--- src/rtl/cfg_chain_pkg.sv ---
// rtl/cfg_chain_pkg.sv - shared constants, FSM state type and sizing helper for cfg_chain_ctrl
package cfg_chain_pkg;

   localparam logic [3:0] OFF_DATA     = 4'h0;
   localparam logic [3:0] OFF_CTRL     = 4'h4;
   localparam logic [3:0] OFF_STATUS   = 4'h8;
   localparam logic [3:0] OFF_READBACK = 4'hC;

   localparam int CTRL_START_BIT = 0;
   localparam int CTRL_CLEAR_BIT = 1;

   localparam int STAT_BUSY_BIT = 0;
   localparam int STAT_DONE_BIT = 1;
   localparam int STAT_ERR_BIT  = 2;

   typedef enum logic [1:0] {
      IDLE,
      SHIFT,
      LATCH
   } state_e;

   function automatic int num_words(input int chain_len);
      return (chain_len + 31) / 32;
   endfunction

endpackage

--- src/rtl/cfg_chain_shifter.sv ---
// rtl/cfg_chain_shifter.sv - shift FSM with CLK_DIV prescaler; bit index counts down from CHAIN_LEN-1
module cfg_chain_shifter
   import cfg_chain_pkg::*;
#(
   parameter int CHAIN_LEN = 164,
   parameter int CLK_DIV   = 1,
   parameter int BW        = 8
) (
   input  logic          clk,
   input  logic          reset,
   input  logic          start_i,
   output logic [BW-1:0] bit_idx_o,
   output logic          sample_o,
   output logic          sen_o,
   output logic          slatch_o,
   output logic          busy_o
);

   localparam logic [BW-1:0] LAST_BIT = BW'(CHAIN_LEN - 1);
   localparam logic [7:0]    LAST_DIV = 8'(CLK_DIV - 1);

   state_e        state_q, state_d;
   logic [BW-1:0] bit_q, bit_d;
   logic [7:0]    div_q, div_d;

   assign bit_idx_o = LAST_BIT - bit_q;

   always_ff @(posedge clk) begin
      if (reset) begin
         state_q <= IDLE;
         bit_q   <= '0;
         div_q   <= '0;
      end else begin
         state_q <= state_d;
         bit_q   <= bit_d;
         div_q   <= div_d;
      end
   end

   always_comb begin
      state_d  = state_q;
      bit_d    = bit_q;
      div_d    = div_q;
      sample_o = 1'b0;
      sen_o    = 1'b0;
      slatch_o = 1'b0;
      busy_o   = 1'b0;
      case (state_q)
         IDLE: begin
            if (start_i) begin
               state_d = SHIFT;
               bit_d   = '0;
               div_d   = '0;
            end
         end
         SHIFT: begin
            sen_o  = 1'b1;
            busy_o = 1'b1;
            // last prescaler cycle of a bit period: sample tail, then advance
            if (div_q == LAST_DIV) begin
               sample_o = 1'b1;
               div_d    = '0;
               if (bit_q == LAST_BIT) state_d = LATCH;
               else                   bit_d   = bit_q + BW'(1);
            end else begin
               div_d = div_q + 8'd1;
            end
         end
         LATCH: begin
            slatch_o = 1'b1;
            busy_o   = 1'b1;
            state_d  = IDLE;
         end
         default: state_d = IDLE;
      endcase
   end

endmodule

--- src/rtl/cfg_chain_ctrl.sv ---
// rtl/cfg_chain_ctrl.sv - bus decode, image buffer and start arbitration for the config chain
// Readback capture buffer exists only when CFG_CHAIN_READBACK_EN is defined.
module cfg_chain_ctrl
   import cfg_chain_pkg::*;
#(
   parameter int          CHAIN_LEN = 164,
   parameter logic [31:0] BASE_ADDR = 32'h3000_0000,
   parameter int          CLK_DIV   = 1
) (
   input  logic        clk,
   input  logic        reset,
   input  logic        valid,
   input  logic        wen,
   input  logic [31:0] wb_addr,
   input  logic [31:0] wdata,
   output logic [31:0] rdata,
   output logic        ready,
   input  logic        la_start,
   output logic        sout,
   input  logic        sin,
   output logic        sen,
   output logic        slatch,
   output logic        busy
);

   localparam int NW = num_words(CHAIN_LEN);
   localparam int WW = (NW > 1) ? $clog2(NW) : 1;
   localparam int BW = WW + 5;
   localparam logic [WW-1:0] LAST_PTR = WW'(NW - 1);

   logic [31:0]   img_q [NW];
   logic [WW-1:0] wr_ptr_q, rd_ptr_q;
   logic          ready_q, done_q, err_q;
   logic [31:0]   rdata_q, rd_word, rb_word;
   logic          acc, data_wr, ctrl_wr, start_req, clear_req, start_go, rb_rd;
   logic          sample;
   logic [BW-1:0] bit_idx;

   // ready_q in the term enforces the idle cycle between acknowledges
   assign acc       = valid && !ready_q && (wb_addr[31:4] == BASE_ADDR[31:4]);
   assign data_wr   = acc && wen && (wb_addr[3:0] == OFF_DATA);
   assign ctrl_wr   = acc && wen && (wb_addr[3:0] == OFF_CTRL);
   assign start_req = (ctrl_wr && wdata[CTRL_START_BIT]) || la_start;
   assign clear_req = ctrl_wr && wdata[CTRL_CLEAR_BIT];
   assign start_go  = start_req && !busy;

   cfg_chain_shifter #(
      .CHAIN_LEN (CHAIN_LEN),
      .CLK_DIV   (CLK_DIV),
      .BW        (BW)
   ) u_shifter (
      .clk       (clk),
      .reset     (reset),
      .start_i   (start_go),
      .bit_idx_o (bit_idx),
      .sample_o  (sample),
      .sen_o     (sen),
      .slatch_o  (slatch),
      .busy_o    (busy)
   );

   assign sout  = sen && img_q[bit_idx[BW-1:5]][bit_idx[4:0]];
   assign ready = ready_q;
   assign rdata = rdata_q;

`ifdef CFG_CHAIN_READBACK_EN
   logic [31:0] rb_q [NW];

   always_ff @(posedge clk) begin
      if (reset) begin
         for (int k = 0; k < NW; k++) rb_q[k] <= '0;
      end else if (sample) begin
         rb_q[bit_idx[BW-1:5]][bit_idx[4:0]] <= sin;
      end
   end

   assign rb_word = rb_q[rd_ptr_q];
   assign rb_rd   = acc && !wen && (wb_addr[3:0] == OFF_READBACK);
`else
   logic unused_rb;
   assign unused_rb = sin ^ sample;
   assign rb_word   = '0;
   assign rb_rd     = 1'b0;
`endif

   always_comb begin
      rd_word = '0;
      case (wb_addr[3:0])
         OFF_STATUS: begin
            rd_word[STAT_BUSY_BIT] = busy;
            rd_word[STAT_DONE_BIT] = done_q;
            rd_word[STAT_ERR_BIT]  = err_q;
            rd_word[15:8]          = 8'(wr_ptr_q);
            rd_word[23:16]         = 8'(rd_ptr_q);
         end
         OFF_READBACK: rd_word = rb_word;
         default:      rd_word = '0;
      endcase
   end

   always_ff @(posedge clk) begin
      if (reset) begin
         for (int k = 0; k < NW; k++) img_q[k] <= '0;
         wr_ptr_q <= '0;
         rd_ptr_q <= '0;
         ready_q  <= 1'b0;
         rdata_q  <= '0;
         done_q   <= 1'b0;
         err_q    <= 1'b0;
      end else begin
         ready_q <= acc;
         rdata_q <= (acc && !wen) ? rd_word : '0;
         if (clear_req) begin
            wr_ptr_q <= '0;
            rd_ptr_q <= '0;
            done_q   <= 1'b0;
            err_q    <= 1'b0;
         end
         if (data_wr) begin
            if (busy) begin
               err_q <= 1'b1;
            end else begin
               img_q[wr_ptr_q] <= wdata;
               wr_ptr_q        <= (wr_ptr_q == LAST_PTR) ? '0 : wr_ptr_q + WW'(1);
            end
         end
         if (rb_rd) rd_ptr_q <= (rd_ptr_q == LAST_PTR) ? '0 : rd_ptr_q + WW'(1);
         if (start_req) begin
            if (busy) err_q  <= 1'b1;
            else      done_q <= 1'b0;
         end
         if (slatch) done_q <= 1'b1;
      end
   end

endmodule

--- config.mk ---
export PLATFORM = sky130hd
export DESIGN_NAME = cfg_chain_ctrl
export DESIGN_NICKNAME = d
export VERILOG_FILES = /design/src/rtl/cfg_chain_pkg.sv /design/src/rtl/cfg_chain_shifter.sv /design/src/rtl/cfg_chain_ctrl.sv
export SDC_FILE = /design/constraint.sdc
export NUM_CORES = 1
export LEC_CHECK = 0
export ABC_CLOCK_PERIOD_IN_PS = 4700
export BUFFER_PORTS_ARGS = -buffer_cell sky130_fd_sc_hd__buf_2
export CORE_ASPECT_RATIO = 0.7
export CORE_MARGIN = 2
export CORE_UTILIZATION = 30
export DETAILED_ROUTE_END_ITERATION = 7
export GPL_TIMING_DRIVEN = 0
export SLEW_MARGIN = 20
export SYNTH_ARGS = -nofsm -noshare
export SYNTH_HDL_FRONTEND = slang
export SYNTH_SLANG_ARGS = --single-unit
--- constraint.sdc ---
create_clock -name clk -period 4.7 [get_ports clk]
set_clock_uncertainty 0.1 [all_clocks]
set_input_delay 0.235 -clock clk [delete_from_list [all_inputs] [get_ports clk]]
set_output_delay 0.235 -clock clk [all_outputs]
set_load 0.05 [all_outputs]
==> impl_metrics.ini <==
[power_and_ir_drop]
powerDensity_nw_per_um2 = 358.5
power_mw = 5.573
leakagePower_nw = 5.537
vdd.ir_drop.worst_mv = 0.3203

[job]
cap_violations = 0

[logic_synthesis]
async_reset_ff_share_pct = 0
synthCells = 1125
synth-edff-count = 256
ys.warnings.count = 0
synth_ff_type = edfxtp_1
synth-seq-cells = 286
syn_avg_cell_area_um2 = 11.56
synth_cell_type_count = 63
netlist_area_um2 = 13000
ys_seq_area_share_pct = 63.73

[timing]
timing.fmax_mhz = 217.2
tightestPinTransition_ns = 0.8743
hold_violations = 0
fin_crit_ns = 4.603
slew_violations = 0
finalSetupViolations = 0
period_share_pct = 97.94
fin_setup_tns_ns = 0
maxSlewHeadroom_pct = 41.43

[final_layout]
diodes = 0
mostFrequentLayoutCells = 256 x edfxtp_1, 220 x nor2_1, 167 x nand2_1
mostFrequentLayoutCell = edfxtp_1
nNetsFinal = 1361
area_growth_syn_to_layout_pct = 19.54
stdcell_area_um2 = 15550
final_cells = 1856
drive_gt1_share_pct = 18.10

[floorplan]
row_count = 63
core_um2 = 42570
chipWidth_um = 252.9
die_y_um = 178.2
io_pins = 107
initial_core_util_pct = 30.55
dieArea_um2 = 45060

[status]
status = finished, final reports clean

[setup_path]
endpoint_kind = output pin
cp-start-kind = flop
critical_path_arrival_ns = 4.27
worstReg2RegEnd = img_q[4][16]$_SDFFCE_PN0P_
reg2reg_depth = 10
r2r_setup_slack_ns = 0.60
setup.worst_path.end = sout
r2r_start = ready$_SDFF_PP0_
cp_max_fo = 10
crit_start = u_shifter.bit_q[4]$_SDFFE_PP0P_
cp_data_required_time_ns = 4.37
criticalPathCategory = reg2out

[place]
hpwl_um = 27500
io_buffer_count = 79
place_inst = 1793
place_area_um2 = 14440
gp_congestion = 0.8449

[drt]
vias_per_cell = 5.218
wl_per_cell_um = 21.47
ant_nets = 0
initialDrtViolationCount = 1196
num_vias = 9685
drcViolationCount = 0
firstDrtPassIters = 5
routed_wl_um = 39860

[grt]
antenna_found_initial = 1
grt-ovfl-total = 0
grt_usage_pct = 17.58
grt_first_pass_wirelength_um = 58840
grt_pass1_vias = 9218
grt_max_degree = 33

[cts]
tritoncts = done
path_clk_slew_ns = 0.07
clock-sinks = 286
h-tree-depth = 1
root_buffer = clkbuf_16
insertion_delay_ns = 0.56
numCtsBuffers = 27
clock_path_buffers = 3

[min_path]
hp-class = in2reg
min-delay-start = wdata[16]
[cell usage after synthesis, types with 3 or more instances]
library cell	n	area (um2)
nor4_1	8	50.05
a22oi_1	6	45.04
o21ai_0	15	75.07
xnor2_1	12	105.1
a21oi_1	22	110.1
nand2b_1	4	25.02
nor2_1	222	833.3
a211oi_1	18	135.1
mux4_1	3	78.83
nor3_1	10	50.05
a31oi_1	16	100.1
a311oi_1	21	183.9
inv_1	50	187.7
buf_6	6	67.56
a32oi_1	3	26.28
mux4_2	15	337.8
o2111ai_1	4	35.03
buf_2	12	60.06
nand4_1	7	43.79
clkbuf_1	34	127.6
ha_1	8	100.1
mux2_2	3	33.78
buf_4	28	210.2
o221ai_1	8	70.07
and3_1	20	125.1
nand2_1	172	645.6
nor2b_1	3	18.77
dfxtp_1	30	600.6
xor2_1	7	61.31
mux2i_1	28	280.3
o21ai_1	3	15.01
edfxtp_1	256	7687
buf_1	8	30.03
nand3_1	28	140.1
[routing by layer]
| metal | share of wire (%) | global-route usage [%] |
|---|---|---|
| met1 | 45 | 25.79 |
| met2 | 44 | 26.80 |
| met3 | 9.5 | 3.590 |
| met4 | 1.8 | 3.748 |
| met5 | 0 | 0 |
[repair_timing]
action,4_1_cts,5_1_grt
pin swaps,1,3
setup buffers,0,3
hold endpoints to repair,10,0
hold buffers,10,0
gates resized for setup,23,30
endpoints found under the setup margin,1,1
[state kept, by name, summed over array words and instances (netlist names)]
signal             flops
img_q                256
wr_ptr_q               3
u_shifter.state_q      2
u_shifter.div_q        8
err_q                  1
rdata                  6
u_shifter.bit_q        8
done_q                 1
ready                  1
[cell type report]
type                            count  area [um2]
Multi-Input combinational cell    723        4255
Buffer                             88       545.5
Timing Repair Buffer              104       725.7
Clock buffer                       39       758.2
Inverter                           53       203.9
Fill cell                        4173       27020
Sequential cell                   286        8288
Clock inverter                     11       78.83
Tap cell                          552       690.7
[through the flow]
| step | hold slack (ns) | util (%) | worst slack (ns) |
|---|---|---|---|
| floorplan | 0.2365 | - | 0.1412 |
| global placement | 0.3254 | 33.34 | -2.961 |
| detailed placement | 0.3214 | 33.92 | -0.2734 |
| CTS | 0.003621 | 36.27 | 0.006591 |
| global route | 0.03916 | 36.52 | -0.003165 |
| finish | 0.005654 | 36.52 | 0.09674 |
[power by group]
part	internal, mW	switching (mW)	total [mW]
sequential	2.85	0.0396	2.89
clock	1.17	0.972	2.14
combinational	0.180	0.360	0.540
total	4.20	1.37	5.57
[critical path: stages (launching register included)]
cell and delay, ns:
dfxtp_1 0.39, buf_6 0.18, o31a_1 0.15, buf_6 0.16, nor2_1 0.11, xnor2_2 0.52
buf_4 0.36, buf_2 0.36, mux4_2 0.37, nand2_1 0.10, nand2_1 0.10, a211oi_2 0.38
a2111oi_4 0.06, and4bb_2 0.30, buf_6 0.16
[logic make-up after synthesis]
kind of cell	Yosys count	synth area share (%)
compound gates	135	7.504
xor+xnor	19	1.280
fa+ha+maj	8	0.7697
buf+inv	141	5.340
flops	286	63.73
mux	49	5.619
other cells	1	0.02884
simple gates	486	15.73
[worst min path at each step]
| stage | endpoint | slack (ns) | cells after the start |
|---|---|---|---|
| after floorplan | ready$_SDFF_PP0_ | 0.24 | 1 |
| after global placement | rdata[2]$_SDFF_PP0_ | 0.33 | 2 |
| after detailed placement | rdata[2]$_SDFF_PP0_ | 0.32 | 2 |
| after CTS | img_q[2][21]$_SDFFCE_PN0P_ | 0.004 | 3 |
| after global routing | img_q[0][26]$_SDFFCE_PN0P_ | 0.04 | 3 |
| final | img_q[7][16]$_DFFE_PP_ | 0.006 | 3 |
Power figures use the tool's default switching activity.
